===== src/rtl/huff_phase_ctrl.sv =====
// Phase sequencer for the Huffman datapath: collects the symbol stream into the
// count engine, then sequences sort and tree engines via go/done handshakes.
module huff_phase_ctrl #(
  parameter int SYM_W  = 8,
  parameter int CNT_W  = 8,
  parameter int ADDR_W = 6,
  parameter int TMO_W  = 12
) (
  input  logic              clk,
  input  logic              rst,
  input  logic              start,
  input  logic [SYM_W-1:0]  indata,
  input  logic [ADDR_W-1:0] addr,
  output logic              cnt_clr,
  output logic              cnt_en,
  output logic [SYM_W-1:0]  cnt_data,
  output logic              sort_go,
  input  logic              sort_done,
  output logic              tree_go,
  input  logic              tree_done,
  output logic              rd_en,
  output logic [ADDR_W-1:0] rd_addr,
  output logic [CNT_W-1:0]  sample_cnt,
  output logic              busy,
  output logic              done,
  output logic              ovf,
  output logic              err
);

  typedef enum logic [2:0] {
    S_IDLE, S_COLLECT, S_SORT, S_BUILD, S_DONE, S_ERR
  } state_t;

  localparam logic [CNT_W-1:0] CNT_MAX = {CNT_W{1'b1}};
  localparam logic [TMO_W-1:0] TMO_MAX = {TMO_W{1'b1}};

  state_t             state_q, state_d;
  logic               cnt_clr_q, cnt_clr_d;
  logic               cnt_en_q, cnt_en_d;
  logic [SYM_W-1:0]   cnt_data_q, cnt_data_d;
  logic               sort_go_q, sort_go_d;
  logic               tree_go_q, tree_go_d;
  logic               rd_en_q, rd_en_d;
  logic [ADDR_W-1:0]  rd_addr_q, rd_addr_d;
  logic [CNT_W-1:0]   sample_cnt_q, sample_cnt_d;
  logic               busy_q, busy_d;
  logic               done_q, done_d;
  logic               ovf_q, ovf_d;
  logic               err_q, err_d;
  logic [TMO_W-1:0]   timer_q, timer_d;
  logic [TMO_W-1:0]   timer_inc;

  always_comb begin
    state_d      = state_q;
    cnt_clr_d    = 1'b0;
    cnt_en_d     = 1'b0;
    cnt_data_d   = cnt_data_q;
    sort_go_d    = 1'b0;
    tree_go_d    = 1'b0;
    rd_addr_d    = rd_addr_q;
    sample_cnt_d = sample_cnt_q;
    ovf_d        = ovf_q;
    err_d        = err_q;
    timer_d      = timer_q;
    timer_inc    = timer_q + TMO_W'(1);

    case (state_q)
      S_IDLE, S_DONE, S_ERR: begin
        if (start) begin
          state_d      = S_COLLECT;
          cnt_clr_d    = 1'b1;
          cnt_en_d     = 1'b1;
          cnt_data_d   = indata;
          sample_cnt_d = CNT_W'(1);
          ovf_d        = 1'b0;
          err_d        = 1'b0;
        end
      end
      S_COLLECT: begin
        if (start) begin
          // Saturated counter drops further samples rather than wrapping.
          if (sample_cnt_q == CNT_MAX) begin
            ovf_d = 1'b1;
          end else begin
            cnt_en_d     = 1'b1;
            cnt_data_d   = indata;
            sample_cnt_d = sample_cnt_q + CNT_W'(1);
          end
        end else begin
          sort_go_d = 1'b1;
          timer_d   = '0;
          state_d   = S_SORT;
        end
      end
      S_SORT: begin
        if (sort_done) begin
          tree_go_d = 1'b1;
          timer_d   = '0;
          state_d   = S_BUILD;
        end else begin
          timer_d = timer_inc;
          if (timer_inc == TMO_MAX) begin
            state_d = S_ERR;
            err_d   = 1'b1;
          end
        end
      end
      S_BUILD: begin
        if (tree_done) begin
          state_d = S_DONE;
        end else begin
          timer_d = timer_inc;
          if (timer_inc == TMO_MAX) begin
            state_d = S_ERR;
            err_d   = 1'b1;
          end
        end
      end
      default: state_d = S_IDLE;
    endcase

    // Status outputs reflect the state being entered so they register with it.
    done_d  = (state_d == S_DONE);
    rd_en_d = (state_d == S_DONE);
    busy_d  = (state_d == S_COLLECT) || (state_d == S_SORT) || (state_d == S_BUILD);
    if (state_d == S_DONE) rd_addr_d = addr;
  end

  always_ff @(posedge clk or posedge rst) begin
    if (rst) begin
      state_q      <= S_IDLE;
      cnt_clr_q    <= 1'b0;
      cnt_en_q     <= 1'b0;
      cnt_data_q   <= '0;
      sort_go_q    <= 1'b0;
      tree_go_q    <= 1'b0;
      rd_en_q      <= 1'b0;
      rd_addr_q    <= '0;
      sample_cnt_q <= '0;
      busy_q       <= 1'b0;
      done_q       <= 1'b0;
      ovf_q        <= 1'b0;
      err_q        <= 1'b0;
      timer_q      <= '0;
    end else begin
      state_q      <= state_d;
      cnt_clr_q    <= cnt_clr_d;
      cnt_en_q     <= cnt_en_d;
      cnt_data_q   <= cnt_data_d;
      sort_go_q    <= sort_go_d;
      tree_go_q    <= tree_go_d;
      rd_en_q      <= rd_en_d;
      rd_addr_q    <= rd_addr_d;
      sample_cnt_q <= sample_cnt_d;
      busy_q       <= busy_d;
      done_q       <= done_d;
      ovf_q        <= ovf_d;
      err_q        <= err_d;
      timer_q      <= timer_d;
    end
  end

  assign cnt_clr    = cnt_clr_q;
  assign cnt_en     = cnt_en_q;
  assign cnt_data   = cnt_data_q;
  assign sort_go    = sort_go_q;
  assign tree_go    = tree_go_q;
  assign rd_en      = rd_en_q;
  assign rd_addr    = rd_addr_q;
  assign sample_cnt = sample_cnt_q;
  assign busy       = busy_q;
  assign done       = done_q;
  assign ovf        = ovf_q;
  assign err        = err_q;

endmodule

===== config.mk =====
export PLATFORM = sky130hd
export DESIGN_NAME = huff_phase_ctrl
export DESIGN_NICKNAME = d
export VERILOG_FILES = /design/src/rtl/huff_phase_ctrl.sv
export SDC_FILE = /design/constraint.sdc
export NUM_CORES = 1
export LEC_CHECK = 0
export BUFFER_PORTS_ARGS = -buffer_cell sky130_fd_sc_hd__buf_2
export CAP_MARGIN = 20
export CORE_ASPECT_RATIO = 1.2
export CORE_UTILIZATION = 40
export CTS_BUF_LIST = sky130_fd_sc_hd__clkbuf_4
export DETAILED_ROUTE_END_ITERATION = 7
export PLACE_DENSITY = 0.64
export REMOVE_ABC_BUFFERS = 1
export SLEW_MARGIN = 20
export SYNTH_ARGS = -nofsm -noshare
export SYNTH_HDL_FRONTEND = slang
export SYNTH_SLANG_ARGS = --single-unit

===== constraint.sdc =====
create_clock -name clk -period 3.7 [get_ports clk]
set_clock_uncertainty 0.05 [all_clocks]
set_input_delay 0.37 -clock clk [delete_from_list [all_inputs] [get_ports clk]]
set_output_delay 0.37 -clock clk [all_outputs]
set_load 0.01 [all_outputs]

==> results.cfg, run 1 <==
[logic_synthesis]
yosysWarnings = 0
synthDistinctLibCells = 38
avgSynthCellArea_um2 = 10.2
synth_edf_count = 0
synth-seq-area-share_pct = 52.5
synth.ff_latch_count = 45
syn_area_mm2 = 0.00214
ys_async_sr_fraction_pct = 100
synth_ff_type = dfrtp_1
syn_inst = 210

[final_layout]
nFillCells = 491
final_common_cell = buf_2
drive_gt1_share_pct = 29.5
final_cell_mix = buf_2, dfrtp_1, nor2_1
synthToLayoutAreaGrowth_pct = 17.1
nets = 285
diodes = 0

[timing]
finalHoldViolCount = 0
slew_headroom_pct = 55.3
finalSetupViolCount = 0
timing.final.crit_share_pct = 86.9
fmax_ghz = 0.311
rsz0062_at_grt = no
period_needed_ns = 3.21
tightest_slew_ns = 0.663
fin_setup_tns_ns = 0
maxSlewViolCount = 0

[cts]
cts_inserted_buffers = 5
postCtsHoldBufs = 0
htree_num_levels = 2
cts_setup_buffers = 0
worstSkewPairLatency_ns = 0.36
cts_buffer_depth = 2
cts_tree = built
cts-root-buf = clkbuf_4
clk_pin_slew_ns = 0.14
clock_sinks = 45
ctsResizeCount = 0

[power_and_ir_drop]
power_frac_comb_pct = 36.7
power_uw = 1490
vdd.ir_drop.worst_mv = 0.321
switchingPower_uw = 565
leakage_uw = 0.00115
power.density_mw_per_mm2 = 592
swShare_pct = 38.0
power_frac_seq_pct = 47.7
clockPowerShare_pct = 15.6
p_int_uw = 921

[setup_path]
regToRegEndpoint = rd_addr[3]
cp_max_fo = 8
r2r_setup_slack_ns = 0.49
critPathRequiredTime_ns = 3.91
reg2reg_depth = 8
critPathLaunchType = flip-flop
rr_startpoint = timer_q[0]
path_class = flip-flop to flip-flop
cp.arrival_ns = 3.42
cp-end-kind = flip-flop

[detailed_routing]
wl_per_cell_um = 13.3
routed_via_density = 5.28
drtPass1Iterations = 4
vias = 1710
antenna_left = 0
drt_iter0_markers = 53
routed_wirelength_um = 4310
drc_errors = 0

[placed_design]
gp_congestion = 0.868
post-dp-hpwl_um = 3070
portBuffers = 49

[floorplan]
core_mm2 = 0.00504
std_cell_rows = 28
ioPinCount = 50
start_util_pct = 42.5
die_area_mm2 = 0.00566
die_w_um = 68.8
die_h_um = 82.2

[global_route]
track_usage_pct = 16.6
grt_pass1_wl_um = 7000
antenna_found_initial = 0
overflow = 0
grt_max_degree = 46
grt_pass1_vias = 1509

[min_path]
min_path_type = input port to asynchronous set/reset pin

[run]
maxCapViolations = 0

[status]
status = completed
==> layer usage <==
layer | global-route usage [%] | up-vias | routed length (um)
met5 | 0 | - | 0
met1 | 21.4 | 797 | 2000
met2 | 27.5 | 50 | 2010
li1 | - | 858 | -
met4 | 4.90 | 0 | 55
met3 | 4.12 | 5 | 238
==> Yosys cell counts, drive strengths merged (5+ instances only) <==
cell / count / area, um^2
o21ai: 24 / 120
mux2: 14 / 158
nand4: 5 / 31.3
xor2: 5 / 43.8
a21oi: 10 / 50.1
nor2: 26 / 97.6
or3: 5 / 31.3
dfrtp: 45 / 1130
nand3: 9 / 50.1
inv: 5 / 18.8
nand2: 21 / 78.8
==> metrics by stage <==
stage / instance area (um^2) / worst slack (ns) / utilization (%) / hold WS (ns) / cells
after floorplan: 2120 / 0.780 / - / 0.401 / 205
after global placement: 2450 / 0.571 / 48.7 / 0.434 / 316
after detailed placement: 2450 / 0.463 / 48.7 / 0.440 / 316
after CTS: 2510 / 0.453 / 49.8 / 0.0904 / 324
after global routing: 2510 / 0.294 / 49.8 / 0.116 / 324
final: 2510 / 0.486 / 49.8 / 0.0743 / 324
==> final cells by class <==
class | count | area, um^2 | area share, %
repair buffers | 51 | 260 | 10.4
well taps | 60 | 75.1 | 2.99
inverters | 5 | 18.8 | 0.748
clock buffers | 5 | 37.5 | 1.50
clock inverters | 3 | 17.5 | 0.698
multi-input cells | 155 | 975 | 38.8
flip-flops and latches | 45 | 1130 | 44.9
==> critical path, cell delays in order (launching register included) <==
cell and delay, ns:
dfrtp_1 0.47, ha_1 0.36, nand3_2 0.15, or3_1 0.35
a2111o_1 0.45, a211oi_4 0.24, a21oi_1 0.17, nor4_4 0.50
mux2_2 0.39
==> registers in the layout, indices dropped and copies added (netlist names), 3 cells and up <==
| signal | flops |
|---|---|
| cnt_data | 8 |
| timer_q | 12 |
| sample_cnt | 8 |
| state_q | 3 |
| rd_addr | 6 |
==> cell families (layout without fill, tap and decap cells) <==
kind of cell    after synthesis  in the layout  synth area share [%]
simple gates                 84             84                  20.1
mux                          14             14                  7.36
xor+xnor                      6              6                  2.45
fa+ha+maj                     3              3                  1.75
flops                        45             45                  52.5
buf+inv                      10             64                  1.98
compound gates               48             48                  13.8
==> worst max-delay path by stage <==
stage	start	to	slack (ns)	cells past startpoint
CTS	timer_q[0]	rd_addr[1]	0.45	8
detailed placement	timer_q[0]	rd_addr[4]	0.46	8
global placement	timer_q[0]	rd_addr[2]	0.57	8
floorplan	timer_q[0]	rd_addr[0]	0.78	8
finish	timer_q[0]	rd_addr[3]	0.49	8
global route	timer_q[0]	rd_addr[3]	0.29	8
==> power groups by stage <==
stage	Sequential, uW	Clock [uW]	Combinational [uW]
after detailed placement	721	0	555
after global placement	715	0	550
after global routing	731	262	613
after CTS	710	244	556
final	709	232	545
after floorplan	763	0	305
Power figures use the tool's default switching activity.
==> run 2: changes to the inputs <==
Settings changed: CORE_UTILIZATION 40 to 55, PLACE_DENSITY 0.64 to 0.83.
==> run 2 against run 1 <==
Critical path depth stayed put; sequential share of layout area is 0.18 points higher; combinational power grew 1%.
==> results.cfg, run 2 (same netlist as run 1, synthesis figures left out) <==
[floorplan]
die_h_um = 70.4
start_util_pct = 58.0
core_mm2 = 0.00369
ioPinCount = 50
std_cell_rows = 24
die_area_mm2 = 0.00415
die_w_um = 59.0

[placed_design]
portBuffers = 49
gp_congestion = 0.907
post-dp-hpwl_um = 3180

[setup_path]
path_class = flip-flop to flip-flop
cp_max_fo = 8
crit_chain = ha_1, nand3_2, or3_1, a2111o_1, a211oi_4, a21oi_1, nor4_4, mux2_2
critPathLaunchType = flip-flop
cp-end-kind = flip-flop
slowest_delay_ns = 0.50
slowest_stage = nor4_4
cp.arrival_ns = 3.46
critPathRequiredTime_ns = 3.91

[power_and_ir_drop]
power.density_mw_per_mm2 = 599
vdd.ir_drop.worst_mv = 0.499
power_uw = 1500
leakage_uw = 0.00115

[timing]
period_needed_ns = 3.26
timing.final.crit_share_pct = 88.0
rsz0062_at_grt = no
tightest_slew_ns = 0.623
maxSlewViolCount = 0
finalHoldViolCount = 0
finalSetupViolCount = 0
fin_setup_tns_ns = 0
fmax_ghz = 0.307
slew_headroom_pct = 57.9

[detailed_routing]
routed_via_density = 5.55
vias = 1755
drc_errors = 0
routed_wirelength_um = 4410
antenna_left = 0
drtPass1Iterations = 4
wl_per_cell_um = 13.9
drt_iter0_markers = 87

[cts]
clk_pin_slew_ns = 0.13
cts_tree = built
cts-root-buf = clkbuf_4
cts_buffer_depth = 2
ctsResizeCount = 0
htree_num_levels = 2
postCtsHoldBufs = 0
cts_setup_buffers = 0
worstSkewPairLatency_ns = 0.36
cts_inserted_buffers = 5
clock_sinks = 45

[run]
maxCapViolations = 0

[final_layout]
synthToLayoutAreaGrowth_pct = 16.6
drive_gt1_share_pct = 29.5
top_register = timer_q
diodes = 0
nets = 285
final_common_cell = buf_2
final_cell_mix = buf_2, dfrtp_1, nor2_1
largest_reg_flops = 12

[global_route]
antenna_found_initial = 0
overflow = 0
grt_pass1_wl_um = 7530
track_usage_pct = 24.0
grt_max_degree = 46
grt_pass1_vias = 1691

[min_path]
min_path_type = input port to asynchronous set/reset pin

[status]
status = completed
[run 2: cell counts in the layout (fill, tap and decap cells not counted)]
No cell type changed its count.
[run 2: cell type report]
cell class                      count  area (um^2)
Clock inverter                      3         17.5
Fill cell                         303         1190
Clock buffer                        5         37.5
Timing Repair Buffer               51          260
Inverter                            5         18.8
Sequential cell                    45         1130
Multi-Input combinational cell    155          975
Tap cell                           52         65.1
[run 2: final timing paths]
kind | from | endpoint | slack (ns) | cells after the start
worst min register to register | timer_q[11] | timer_q[11] | 0.46 | 1
worst max-delay path | timer_q[0] | rd_addr[3] | 0.44 | 8
max in group asynchronous | rst | sample_cnt[1] | 3.16 | 3
min in group clk | indata[0] | cnt_data[0] | 0.18 | 2
worst min-delay path | rst | timer_q[0] | 0.07 | 3
worst max register to register | timer_q[0] | rd_addr[3] | 0.44 | 8
[run 2: worst max-delay path, delay by kind of cell (launching register included)]
kind	cells	cell delay [ns]
mux	1	0.39
compound gates	3	0.88
flops	1	0.47
fa+ha+maj	1	0.36
simple gates	3	0.99
[run 2: power by group]
part	internal, uW	total [uW]	switching, uW
Sequential	616	710	94.1
Combinational	234	552	319
Clock	72.2	234	162
[run 2: stage by stage]
| step | area (um^2) | hold WS (ns) | util [%] | instances | setup slack, ns |
|---|---|---|---|---|---|
| 4_1_cts | 2500 | 0.0878 | 67.7 | 316 | 0.449 |
| 5_1_grt | 2500 | 0.116 | 67.7 | 316 | 0.184 |
| 6_report | 2500 | 0.0728 | 67.7 | 316 | 0.444 |
| 3_5_place_dp | 2440 | 0.440 | 66.2 | 308 | 0.474 |
| 3_3_place_gp | 2440 | 0.432 | 66.2 | 308 | 0.602 |
| 2_1_floorplan | 2120 | 0.401 | - | 205 | 0.780 |
[run 2: per-layer routing]
| layer | global-route usage (%) | routed length (um) | up-vias | part of all wire [%] |
|---|---|---|---|---|
| met4 | 8.73 | 57 | 0 | 1.3 |
| met1 | 28.8 | 1900 | 849 | 43 |
| met2 | 40.9 | 2270 | 40 | 51 |
| met3 | 5.93 | 186 | 7 | 4.2 |
| li1 | - | - | 859 | - |
| met5 | 0 | 0 | - | 0 |
